File: src/rtl/nn_pkg.sv
// Shared neural-net definitions: ternary code points, neuron FSM states and the
// 7-bit saturating clamp used by the accumulating neurons.
package nn_pkg;

    localparam logic [1:0] TERN_POS  = 2'b01;
    localparam logic [1:0] TERN_NEG  = 2'b11;
    localparam logic [1:0] TERN_ZERO = 2'b00;

    typedef enum logic [1:0] {
        IDLE  = 2'd0,
        ACCUM = 2'd1,
        BIAS  = 2'd2,
        DONE  = 2'd3
    } state_t;

    // Clamp an 8-bit signed sum into the 7-bit signed range [-64, +63].
    function automatic logic signed [6:0] sat7(input logic signed [7:0] s);
        logic signed [6:0] r;
        if (s > 8'sd63)
            r = 7'sd63;
        else if (s < -8'sd64)
            r = -7'sd64;
        else
            r = s[6:0];
        return r;
    endfunction

endpackage

File: src/rtl/ternary_mult.sv
// Combinational ternary multiplier: act x wgt -> ternary product code.
// The illegal code 2'b10 is treated as zero on either operand.
module ternary_mult
    import nn_pkg::*;
(
    input  logic [1:0] act,
    input  logic [1:0] wgt,
    output logic [1:0] prod
);

    logic act_nz;
    logic wgt_nz;

    assign act_nz = (act == TERN_POS) || (act == TERN_NEG);
    assign wgt_nz = (wgt == TERN_POS) || (wgt == TERN_NEG);

    always_comb begin
        prod = TERN_ZERO;
        if (act_nz && wgt_nz)
            prod = ((act == TERN_NEG) ^ (wgt == TERN_NEG)) ? TERN_NEG : TERN_POS;
    end

endmodule

File: src/rtl/ternary_neuron_acc.sv
// Serial ternary neuron: accumulates N_INPUTS act*wgt products with per-step
// saturation, adds a latched bias and presents the 7-bit pre-activation value.
module ternary_neuron_acc
    import nn_pkg::*;
#(
    parameter int N_INPUTS = 8,
    parameter int ACC_W    = 7,
    parameter int CNT_W    = 6
) (
    input  logic                    clk,
    input  logic                    rst_n,
    input  logic                    start,
    input  logic signed [ACC_W-1:0] bias,
    input  logic                    in_valid,
    output logic                    in_ready,
    input  logic [1:0]              act,
    input  logic [1:0]              wgt,
    output logic                    out_valid,
    input  logic                    out_ready,
    output logic signed [ACC_W-1:0] out_val,
    output logic                    busy
);

    state_t                  state_reg, state_next;
    logic signed [ACC_W-1:0] acc_reg, acc_next;
    logic signed [ACC_W-1:0] bias_q_reg, bias_q_next;
    logic [CNT_W-1:0]        cnt_reg, cnt_next;

    logic [1:0]              prod;
    logic signed [ACC_W:0]   prod_ext;
    logic signed [ACC_W:0]   beat_sum;
    logic signed [ACC_W:0]   bias_sum;
    logic                    beat;
    logic                    last_beat;

    ternary_mult u_mult (
        .act  (act),
        .wgt  (wgt),
        .prod (prod)
    );

    always_comb begin
        prod_ext = '0;
        if (prod == TERN_POS)
            prod_ext = {{ACC_W{1'b0}}, 1'b1};
        else if (prod == TERN_NEG)
            prod_ext = '1;
    end

    // Sums are formed one bit wider than the accumulator so overflow is visible to the clamp.
    assign beat_sum  = $signed({acc_reg[ACC_W-1], acc_reg}) + prod_ext;
    assign bias_sum  = $signed({acc_reg[ACC_W-1], acc_reg})
                     + $signed({bias_q_reg[ACC_W-1], bias_q_reg});
    assign beat      = in_valid && (state_reg == ACCUM);
    assign last_beat = (cnt_reg == CNT_W'(N_INPUTS - 1));

    always_comb begin
        state_next  = state_reg;
        acc_next    = acc_reg;
        cnt_next    = cnt_reg;
        bias_q_next = bias_q_reg;
        unique case (state_reg)
            IDLE: begin
                if (start) begin
                    acc_next    = '0;
                    cnt_next    = '0;
                    bias_q_next = bias;
                    state_next  = ACCUM;
                end
            end
            ACCUM: begin
                if (beat) begin
                    acc_next = sat7(beat_sum);
                    cnt_next = cnt_reg + 1'b1;
                    if (last_beat)
                        state_next = BIAS;
                end
            end
            BIAS: begin
                acc_next   = sat7(bias_sum);
                state_next = DONE;
            end
            DONE: begin
                if (out_ready)
                    state_next = IDLE;
            end
            default: state_next = IDLE;
        endcase
    end

    always_ff @(posedge clk or negedge rst_n) begin
        if (!rst_n) begin
            state_reg  <= IDLE;
            acc_reg    <= '0;
            cnt_reg    <= '0;
            bias_q_reg <= '0;
        end else begin
            state_reg  <= state_next;
            acc_reg    <= acc_next;
            cnt_reg    <= cnt_next;
            bias_q_reg <= bias_q_next;
        end
    end

    assign in_ready  = (state_reg == ACCUM);
    assign out_valid = (state_reg == DONE);
    assign busy      = (state_reg != IDLE);
    assign out_val   = acc_reg;

endmodule

File: config.mk
export PLATFORM = sky130hd
export DESIGN_NAME = ternary_neuron_acc
export DESIGN_NICKNAME = d
export VERILOG_FILES = /design/src/rtl/nn_pkg.sv /design/src/rtl/ternary_mult.sv /design/src/rtl/ternary_neuron_acc.sv
export SDC_FILE = /design/constraint.sdc
export NUM_CORES = 1
export LEC_CHECK = 0
export CORE_MARGIN = 2
export CORE_UTILIZATION = 50
export CTS_CLUSTER_DIAMETER = 100
export CTS_CLUSTER_SIZE = 14
export DETAILED_ROUTE_END_ITERATION = 10
export PLACE_DENSITY = 0.76
export SLEW_MARGIN = 20
export SYNTH_ARGS = -nofsm -noshare
export SYNTH_HDL_FRONTEND = slang
export SYNTH_HIERARCHICAL = 1
export SYNTH_SLANG_ARGS = --single-unit
File: constraint.sdc
create_clock -name clk -period 2.5 [get_ports clk]
set_input_delay 0.375 -clock clk [delete_from_list [all_inputs] [get_ports clk]]
set_output_delay 0.375 -clock clk [all_outputs]
set_load 0.1 [all_outputs]
==> results.txt <==
- VDD IR max: 0.9124 mV
- Overall overflow remaining after global route: 0
* Crit path cell chain: ha_2, fa_1, a211oi_2, or4b_1, o2111a_2, or2_2, nand2b_1, a221o_1
- For this design the static power due to leakage is 1.217 nW.
* Power per cell area: 1284 nW/µm²
- Crit-path max FO: 7
- Portion of the post-synthesis area used by sequential elements: 26.94%
- Global-route wire length before repair: 8211 µm
* Number of I/O pins: 26
- Number of search-and-repair iterations in the first detailed-routing pass: 4
* Max-slew violations: 0
* Share of post-route cells with drive strength above 1: 31.12%
- Post-route setup TNS: 0 ns
- In the finished design, the share of the clock period the worst path needs comes to 98.14%.
- Number of standard cells after synthesis: 229
- The region available for standard cell placement spans 3971 µm².
- Syn Area/Cell: 8.922 µm²
- For the final database, setup skew stands at 0.002911 ns.
- STA classifies the critical path startpoint as a flip-flop.
- Bufs and invs on worst path: 0
* Most common cell in the synthesized netlist: dfrtp_1
- Final Hold Vio Count: 0
- The critical path is of the reg -> reg type.
- Data on the critical path arrives at its endpoint at 2.61 ns.
- Input/output buffers: 25
* Placed Area: 2564 µm²
- The detailed router finished its first iteration with 113 violations.
- Sink Count: 22
- CTS clk-pin slew, worst paths: 0.08 ns
- The number of antenna violations at the first check in global routing came to 0.
- In the synthesized netlist the dominant register cell turns out to be dfrtp_1.
* Yosys Warn Count: 6
- FF-to-FF setup slack: 0.05 ns
- The run finished with clean final reports.
* Routed length per placed instance: 15.67 µm
- R2R Path Start: out_val[0]
- Once the floorplan was initialized, standard cells occupied 51.45% of the core.
- Height of the chip: 67.93 µm
* Min Clock Period, post-route: 2.453 ns
* Final non-filler cell area: 2680 µm²
- Required arrival time at the worst endpoint: 2.66 ns
- The largest single stage delay on the critical path is 0.48 ns.
* Number of buffers created by CTS: 3
- Clk_lat worst skew: 0.27 ns
- Number of core rows: 23
- At the end of the flow, the number of nets in the layout was 320.
* Worst setup path endpoint: out_val[1]
- Routed Antenna Nets: 0
- Maximum number of pins on one net before global-route repair: 14
* Worst relative slew slack: 59.30%
- CTS tree: built
- Root cell of the clock tree: clkbuf_8
* Count of flip-flops with a built-in enable after synthesis: 0
* Post-synth top cells: 22 x dfrtp_1, 18 x nor2_1, 16 x ha_1
- The longest clock path from root to sink contains 2 buffers.
- CTS built an H-tree with a depth of 1.
* Number of setup violations in the final report: 0
- Syn Std Cell Area: 2043 µm²
- Vias post-DR: 1977
- Global routing used 23.18% of the available tracks.
- The kind of cell with the highest combined delay along the critical path is compound AO/OA/AOI/OAI gates.
* Ant. Diodes: 0
- Min-delay worst type: in -> async
- The congestion estimate from routability-driven global placement came to 0.9685.
- Final WL: 5264 µm
- At the pin with the least slew margin, the transition time is 0.6086 ns.
- Placed wire-length estimate: 3927 µm
- Cell with the largest stage delay on the worst path: dfrtp_4
* Biggest area contributors in the synthesized netlist: dfrtp_1 27%, ha_1 9.8%, mux2_2 5.0%
- In this run, synthesis produced a sequential element count of 22.
- Library cells used by synthesis: 59
* # Max-Cap Violations: 0
* Via count of the first global-routing pass: 1789
* X dimension of the die: 67.93 µm
* Post-synth top area share: 26.94%
- Endpoint of the worst register-to-register path: out_val[1]
- In the routed layout, each cell is associated on average with a via count of 5.884.
* Post-synth net total: 262
- Worst setup EP type: flip-flop
- Timing would allow up to 0.4076 GHz.
- Share of synthesized registers carrying an async set or reset: 100.0%
- The critical path crosses 8 cells after its start point.
- The area growth from synthesis to layout is 31.17%.
* Area leader, netlist: dfrtp_1
- In this run the worst setup path begins at out_val[0].
- Unrepaired setup endpoints after global routing: true
- After detailed routing, the number of remaining DRC violations is 0.
* Core occupancy in the finished layout: 67.49%
* Worst Reg2Reg Path Length in Cells: 8
- The die covers 4614 µm².
## stage by stage
| stage | total power [mW] | setup slack [ns] | instances | hold slack [ns] |
|---|---|---|---|---|
| global placement | 2.993 | -0.3998 | 327 | 0.4991 |
| global route | 3.676 | -0.01168 | 336 | 0.5258 |
| floorplan | 2.479 | -0.1249 | 229 | 0.07941 |
| detailed placement | 3.068 | -0.4755 | 327 | 0.5140 |
| finish | 3.442 | 0.04651 | 336 | 0.4809 |
| CTS | 3.358 | 0.01250 | 334 | 0.5020 |
## cell families after synthesis
kind of cell	synth area share [%]
buffers and inverters	5.389
AOI/OAI and AO/OA	22.66
adders and majority gates	13.23
muxes	5.940
and+or+nand+nor	19.84
xor gates and xnor gates	6.001
DFF	26.94
## layout make-up
type                            count  area [µm²]
Clock buffer                        4       55.05
Timing Repair Buffer               61       505.5
Tap cell                           50       62.56
Multi-Input combinational cell    183        1428
Sequential cell                    22       564.3
Fill cell                         327        1291
Inverter                           16       65.06
## where the power goes
group	internal, mW	switching [mW]
Combinational	1.02	1.53
Sequential	0.508	0.122
Clock	0.141	0.124
Total	1.67	1.78
## metal layers
layer	part of all wire, %	wire (µm)	track usage [%]
met5	0	0	0
met1	44	2332	31.70
met2	50	2614	38.71
met3	5.1	268	3.454
met4	0.93	49	5.000
## how the worst min path moves through the flow
| stage | endpoint | slack, ns | cells past startpoint |
|---|---|---|---|
| after floorplan | bias_q_reg[0] | 0.08 | 0 |
| after global placement | bias_q_reg[5] | 0.50 | 1 |
| after detailed placement | bias_q_reg[2] | 0.51 | 1 |
| after CTS | out_val[6] | 0.50 | 1 |
| after global routing | bias_q_reg[1] | 0.53 | 1 |
| final | bias_q_reg[4] | 0.48 | 1 |
## cell usage in the layout, fill, tap and decap left out, drive strengths merged, types with 3 or more instances in the layout
cell type and instances:
mux2 9, nand3 9, buf 46, clkdlybuf4s15 4, o31ai 3, a21oi 13, a221o 4, ha 16
a211oi 4, inv 16, xnor2 6, xor2 8, or3 3, clkdlybuf4s50 11, clkbuf 4, o32ai 3
nor4 3, nand2 12, maj3 5, dfrtp 22, nor2 18, o21ai 13, nand4 3, nor3 7
## what timing repair did
action	4_1_cts	5_1_grt
cloned	1	0
resized for setup	6	8
buffers inserted	2	2
endpoints found under the setup margin	7	6
pin swaps	10	10
hold buffers	0	0
No activity file was read; power rests on OpenSTA's default activity.
==> edit, RTL diff (same flow settings) <==
Reset style: synchronous (`rst_n`), changed in one clocked block.
--- a/src/rtl/ternary_neuron_acc.sv
+++ b/src/rtl/ternary_neuron_acc.sv
@@ -88,7 +88,7 @@
         endcase
     end
 
-    always_ff @(posedge clk or negedge rst_n) begin
+    always_ff @(posedge clk) begin
         if (!rst_n) begin
             state_reg  <= IDLE;
             acc_reg    <= '0;
Formal check against the unedited RTL: differs if rst_n is asserted again (counterexample within 4 cycles, from zero or initial values and one cycle with rst_n low); with rst_n held inactive, the same outputs for 10 cycles.
==> edit against the unedited design <==
Sequential cell count did not move; wire length fell by 24%; setup slack improved by 0.095 ns; first-iteration DRC count fell by 48%; synthesized area fell by 15%; via count fell by 15%; global-route usage fell by 1.2 points; cell area fell by 15%; synthesized cell count fell by 4.4%; final cell count fell by 8.3%.
Power is not compared: it rests on default switching activity, and its combinational part moved more than twofold at a synthesized area within 25%.
==> edit: results (changes against the unedited design) <==
warnings from Yosys 6 (unchanged); Final Hold Vio Count 0 (unchanged); post-synth top area share 25.5% (-1.5 points); largest net degree at the start of global routing 13 (-1); Pwr Total 1.56 mW; Post-CTS Setup Bufs 2 (unchanged); Initial DRC Count 59 (-48%); routability cong. 0.824 (-15%); vias in the first global route 1616 (-9.7%); final WL 4010 um (-24%); routed via count 1685 (-15%); first drt pass iteration count 4 (unchanged); total track usage 22.0% (-1.2 points); antenna cells 0 (unchanged); Top FF cell, synth dfxtp_1; hold path depth 2; layout cells sized above 1 24.8% (-6.3 points); min-delay worst type flop to flop; Worst Path Arrival 2.62 ns (about the same); Crit-path slowest cell or3b_4; delay of the slowest cell on the worst path 0.43 ns (-0.05 ns); synth unique cells 49 (-17%); post-synth net total 252 (-3.8%); Root Buffer clkbuf_4; Seq/Total Area, Yosys 25.5% (-1.5 points); status completed; kind of cell adding the most delay to the critical path simple AND/OR/NAND/NOR gates; Seq power 443 uW; Buffers on Ports 25 (unchanged); comb pwr 938 uW; Net count, final 296 (-7.5%); async set or reset register ratio after synthesis 0% (-100 points); CTS clk-pin slew, worst paths 0.13 ns (+0.05 ns); reg2reg path depth 10 (+2); Worst Path Max Fanout 4 (-3); clock insertion delay at the later pin of the skew report 0.31 ns (+0.04 ns); first-pass GRT wire length 7040 um (-14%); Post-CTS Resized 11 (+5); Max rail drop VDD 0.927 mV; P_int 800 uW; DP HPWL 3220 um (-18%); Post-synth top cells 23 x nand2_1, 22 x dfxtp_1, 17 x a21oi_1; Worst Max-Slew Pin Slew 0.539 ns (-0.0694 ns); Synth area leaders dfxtp_1 25%, ha_1 12%, nand2_1 5.0%; Final Skew 0.00875 ns (+0.00584 ns)
edit: cell count changes in the layout (fill, tap and decap cells not counted), moves of 5 or more:
cell,change
mux2_2,-9
dfrtp_2,-5
dfxtp_2,+6
dfxtp_1,+15
nand2_1,+11
dfrtp_1,-15
buf_4,-15
nand3_1,+5
edit: path summary, 6_finish.rpt:
| kind | to | start | slack (ns) |
|---|---|---|---|
| setup / recovery | out_val[5] | wgt[1] | 0.14 |
| hold / removal | bias_q_reg[3] | bias_q_reg[3] | 0.47 |
| setup reg to reg | out_val[5] | out_val[1] | 0.22 |
| hold reg to reg | bias_q_reg[3] | bias_q_reg[3] | 0.47 |
edit: logic make-up (layout without fill, tap and decap cells):
group	after synthesis	after routing	synth area share, %
xor gates and xnor gates	14	14	7.09
AOI/OAI and AO/OA	65	65	25.4
adders and majority gates	18	18	13.3
muxes	1	1	0.578
buffers and inverters	18	61	4.34
DFF	22	22	25.5
and+or+nand+nor	81	81	23.9
edit: cell type report:
| cell class | instances | area, um^2 |
|---|---|---|
| clock buffers | 4 | 26.3 |
| repair buffers | 44 | 375 |
| fillers | 305 | 1070 |
| well taps | 46 | 57.6 |
| multi-input cells | 179 | 1310 |
| flip-flops and latches | 22 | 452 |
| inverters | 13 | 48.8 |
edit: routing by layer:
layer / share of wire [%] / track usage, % / vias up
li1: - / - / 890
met1: 47 / 27.6 / 759
met2: 49 / 39.4 / 31
met3: 2.2 / 1.98 / 5
met4: 1.3 / 7.22 / 0
met5: 0 / 0 / -
edit: through the flow:
step           area, um^2  std cells  utilization [%]  setup WS [ns]
2_1_floorplan        1750        219                -        0.00314
3_3_place_gp         2140        303             64.3         -0.363
3_5_place_dp         2140        303             64.3         -0.490
4_1_cts              2230        309             66.7        0.00136
5_1_grt              2270        308             68.0         0.0175
6_report             2270        308             68.0          0.142
